[src/rtl/bus_pkg.sv]
// bus_pkg: state and size encodings shared by the sram-like bus bridges
//   state_t : bridge FSM states (IDLE, WAIT_ADDR, WAIT_DATA, DONE)
//   SIZE_*  : data_size codes for byte, halfword and word transfers
package bus_pkg;
   typedef enum logic [1:0] {
      S_IDLE      = 2'd0,
      S_WAIT_ADDR = 2'd1,
      S_WAIT_DATA = 2'd2,
      S_DONE      = 2'd3
   } state_t;
   localparam logic [1:0] SIZE_B = 2'd0;
   localparam logic [1:0] SIZE_H = 2'd1;
   localparam logic [1:0] SIZE_W = 2'd2;
endpackage

[src/rtl/wen_to_size.sv]
// wen_to_size: byte write-enable to bus transfer size decode
//   wen   : byte write enables, 0000 means read
//   size  : SIZE_B / SIZE_H / SIZE_W, reads and malformed masks give SIZE_W
//   legal : low when wen is not a mask the core is allowed to produce
module wen_to_size
   import bus_pkg::*;
(
   input  logic [3:0] wen,
   output logic [1:0] size,
   output logic       legal
);
   always_comb begin
      size  = SIZE_W;
      legal = 1'b1;
      case (wen)
         4'b0000, 4'b1111:                    size = SIZE_W;
         4'b0011, 4'b1100:                    size = SIZE_H;
         4'b0001, 4'b0010, 4'b0100, 4'b1000:  size = SIZE_B;
         default:                             legal = 1'b0;
      endcase
   end
endmodule

[src/rtl/d_sram_bridge.sv]
// d_sram_bridge: core SRAM-style data port to split-transaction sram-like bus
//   core side : data_sram_en/wen/addr/wdata in, data_sram_rdata out,
//               longest_stall in, d_stall out
//   bus side  : data_req/wr/size/addr/wdata out,
//               data_addr_ok/data_ok/rdata in
//   clk, rst (asynchronous, active low)
module d_sram_bridge
   import bus_pkg::*;
#(
   parameter int AW = 32,
   parameter int DW = 32
) (
   input  logic          clk,
   input  logic          rst,
   input  logic          data_sram_en,
   input  logic [3:0]    data_sram_wen,
   input  logic [AW-1:0] data_sram_addr,
   input  logic [DW-1:0] data_sram_wdata,
   output logic [DW-1:0] data_sram_rdata,
   input  logic          longest_stall,
   output logic          d_stall,
   output logic          data_req,
   output logic          data_wr,
   output logic [1:0]    data_size,
   output logic [AW-1:0] data_addr,
   output logic [DW-1:0] data_wdata,
   input  logic          data_addr_ok,
   input  logic          data_data_ok,
   input  logic [DW-1:0] data_rdata
);
   state_t        state, nextState;
   logic [DW-1:0] rdataBuf;
   logic          capture, wenLegal;
   wen_to_size uSize (.wen(data_sram_wen), .size(data_size), .legal(wenLegal));
   // The core holds its request while stalled, so the bus fields are driven straight through.
   assign data_wr         = |data_sram_wen;
   assign data_addr       = data_wr ? data_sram_addr : {data_sram_addr[AW-1:2], 2'b00};
   assign data_wdata      = data_sram_wdata;
   assign d_stall         = data_sram_en & (state != S_DONE);
   assign data_sram_rdata = rdataBuf;
   always_comb begin
      nextState = state;
      data_req  = 1'b0;
      capture   = 1'b0;
      case (state)
         S_IDLE: begin
            data_req = data_sram_en;
            capture  = data_sram_en & data_addr_ok & data_data_ok;
            if (data_sram_en) nextState = !data_addr_ok ? S_WAIT_ADDR : data_data_ok ? S_DONE : S_WAIT_DATA;
         end
         S_WAIT_ADDR: begin
            data_req = 1'b1;
            capture  = data_addr_ok & data_data_ok;
            if (data_addr_ok) nextState = data_data_ok ? S_DONE : S_WAIT_DATA;
         end
         S_WAIT_DATA: begin
            capture   = data_data_ok;
            nextState = data_data_ok ? S_DONE : S_WAIT_DATA;
         end
         // DONE holds while the rest of the pipeline is frozen so the access is not reissued.
         default: nextState = longest_stall ? S_DONE : S_IDLE;
      endcase
   end
   always_ff @(posedge clk or negedge rst) begin
      if (!rst) begin
         state    <= S_IDLE;
         rdataBuf <= '0;
      end else begin
         state <= nextState;
         if (capture) rdataBuf <= data_rdata;
      end
   end
   assert property (@(posedge clk) disable iff (!rst) data_sram_en & data_wr |-> wenLegal);
   assert property (@(posedge clk) disable iff (!rst) state == S_WAIT_ADDR |-> data_sram_en);
endmodule

[config.mk]
export PLATFORM = sky130hd
export DESIGN_NAME = d_sram_bridge
export DESIGN_NICKNAME = d
export VERILOG_FILES = /design/src/rtl/bus_pkg.sv /design/src/rtl/wen_to_size.sv /design/src/rtl/d_sram_bridge.sv
export SDC_FILE = /design/constraint.sdc
export NUM_CORES = 1
export LEC_CHECK = 0
export ABC_AREA = 1
export BUFFER_PORTS_ARGS = -buffer_cell sky130_fd_sc_hd__buf_2
export CORE_ASPECT_RATIO = 0.5
export CORE_MARGIN = 2
export CORE_UTILIZATION = 33
export DETAILED_ROUTE_END_ITERATION = 10
export GPL_TIMING_DRIVEN = 0
export PLACE_DENSITY_LB_ADDON = 0.1
export SLEW_MARGIN = 5
export SYNTH_ARGS = -nofsm -noshare
export SYNTH_HDL_FRONTEND = slang
export SYNTH_HIERARCHICAL = 1
export SYNTH_SLANG_ARGS = --single-unit
[constraint.sdc]
create_clock -name clk -period 1.4 [get_ports clk]
set_clock_uncertainty 0.15 [all_clocks]
set_input_delay 0.28 -clock clk [delete_from_list [all_inputs] [get_ports clk]]
set_output_delay 0.28 -clock clk [all_outputs]
set_load 0.01 [all_outputs]
==> results.md <==
| Metric | Value |
|:---|:---|
| Share of post-route cells with drive strength above 1 | 0.588 |
| Count of final setup violators | 36 |
| Static power due to leakage | 1.99 nW |
| Clock buffer count from CTS | 5 |
| Slew at the pin closest to its max-slew limit | 0.462 ns |
| Reg-to-reg startpoint | state[0] |
| Top achievable clock speed | 587 MHz |
| Pin count of the biggest net entering global routing | 35 |
| P per Cell Area | 1790 nW/um^2 |
| Number of sinks driven by the clock tree | 34 |
| Largest driver fanout on the critical path | 5 |
| Post-route fraction of the period consumed by the critical path | 1.22 |
| Overall Global Routing Usage | 0.153 |
| Reg-to-Reg End | data_sram_rdata[19] |
| GRT Residual Overflow | 0 |
| Bufs on Longest Clock Path | 2 |
| Die H | 60.5 um |
| Area of the core | 6130 sq um |
| Vias | 2151 |
| Worst setup SP type | register |
| Total of max-cap violations | 0 |
| Tmin final | 1.70 ns |
| Clock tree from TritonCTS | built |
| Pins over their slew limit | 0 |
| Synth Cell Area | 2110 sq um |
| Number of cells on the worst hold path | 3 |
| Routability Congestion | 0.731 |
| Antenna cells | 0 |
| R2R setup slack | -0.23 ns |
| Initial core utilization | 0.344 |
| Number of search-and-repair iterations in the first detailed-routing pass | 4 |
| Die Span X | 117 um |
| Final Total Pwr | 5.83 mW |
| Final hold vios | 0 |
| Master cell of the clock root buffer | clkbuf_16 |
| Kind of critical path | register to output port |
| Level count of the clock H-tree | 2 |
| Classification of the worst-slack hold path | input port to register |
| Filler Cells Inserted | 599 |
| Number of synthesis warnings | 6 |
| Hold path startpoint | data_rdata[24] |
| Ratio of routed vias to standard cells | 4.15 |
| Worst-case hold path end point | data_sram_rdata[24] |
| Maximum vdd drop | 0.594 mV |
| Post-DP HPWL | 4540 um |
| Area used by multi-input combinational logic | 719 sq um |
| WP data arrival | 1.27 ns |
| Hold WS | 0.0862 ns |
| Antenna-violating nets left | 0 |
| Critical Path Sink Type | output port |
| Number of global-route vias before repair | 1953 |
| Flip-flop and latch area | 852 sq um |
| Synth Instances | 267 |
| Routed Wire Length | 5800 um |
| Std-Cell Rows | 20 |
| Wire length of the first global-routing pass | 8370 um |
| Least setup slack across all paths after layout | -0.304 ns |
| Final non-filler cell area | 3270 sq um |
| Area of the die | 7090 sq um |
| Area Growth Syn to Fin | 54.8% |
| Total nets after synthesis | 378 |
| Final standard cell utilization of the core | 0.533 |
| Number of design rule violations left after detail routing | 0 |
| Required time of the critical path | 0.97 ns |
| Layout net count | 540 |
| Port buffer count | 144 |
| Post-placement setup slack | -0.298 ns |
| Normalized max-slew margin | 0.692 |
| Run status | complete, but fails checks |
| Placed Area | 2960 sq um |
| Synthesized area divided by synthesized cell count | 7.90 sq um |
| Routed wirelength normalized by instance count | 11.2 um |
| Count of routing violations after the opening detailed-route iteration | 99 |
| Number of antenna violations at the first check in global routing | 0 |
| Clock transition at path regs | 0.05 ns |
| Num ports | 207 |
| Failing checks | negative setup slack |
| Cells on worst reg2reg path | 10 |
| Later-pin clock latency in the skew report | 0.27 ns |
| RSZ-0062 raised after global routing | true |
cells in the final DEF, fill, tap and decap left out, types with 2 or more instances in the layout:
cell type	instances
buf_4	71
nor2_4	2
buf_2	143
inv_2	4
nand2_1	90
inv_1	12
clkinv_2	2
ha_2	2
nor2_1	5
dfrtp_1	33
clkbuf_4	4
clkbuf_16	5
nor2_2	3
nand3_1	32
o21ai_2	2
ha_4	2
buf_6	7
area by class of cell:
class,instances,area share
Clock buffer,7,0.0437
Timing Repair Buffer,155,0.252
Tap cell,88,0.0337
Inverter,18,0.0211
Buffer,71,0.167
Clock inverter,1,0.00153
Sequential cell,34,0.261
Multi-Input combinational cell,144,0.220
power by group:
group / leakage (nW) / internal, mW / switching (mW)
Sequential: 0.422 / 1.46 / 0.272
Clock: 0.0739 / 0.704 / 0.370
Combinational: 1.50 / 1.40 / 1.62
registers in the layout, summed over array words and instances (netlist names):
signal	cells
data_sram_rdata	32
state	2
what timing repair did:
item                                   4_1_cts  5_1_grt
endpoints found under the hold margin       34        0
cloned                                       3        0
resized for setup                           19        9
hold buffers                                 1        0
pin swaps                                    6        4
buffers inserted                             4        4
setup endpoints to repair                   36       70
worst max-delay path by stage:
stage | start | to | slack (ns)
after floorplan | state[0] | data_sram_rdata[0] | -0.07
after global placement | state[0] | data_sram_rdata[20] | -0.25
after detailed placement | state[0] | data_sram_rdata[20] | -0.30
after CTS | state[1] | data_req | -0.28
after global routing | state[1] | data_req | -0.37
final | state[0] | data_req | -0.30
critical path: stages (launching register included):
cell	delay (ns)
dfrtp_2	0.44
inv_2	0.07
ha_4	0.17
o21ai_2	0.13
nand2_1	0.06
buf_2	0.13
per-layer routing:
| metal | part of all wire | GRT usage | vias up |
|---|---|---|---|
| li1 | - | - | 1080 |
| met1 | 0.37 | 0.160 | 966 |
| met2 | 0.53 | 0.304 | 99 |
| met3 | 0.085 | 0.0400 | 6 |
| met4 | 0.012 | 0.0571 | 0 |
| met5 | 0 | 0 | - |
stage by stage:
step	TNS (ns)	cells
6_report	-7.59	518
5_1_grt	-11.06	518
4_1_cts	-7.40	515
3_5_place_dp	-8.30	499
3_3_place_gp	-7.48	499
2_1_floorplan	-2.24	267
(Power assumes the default switching activity.)
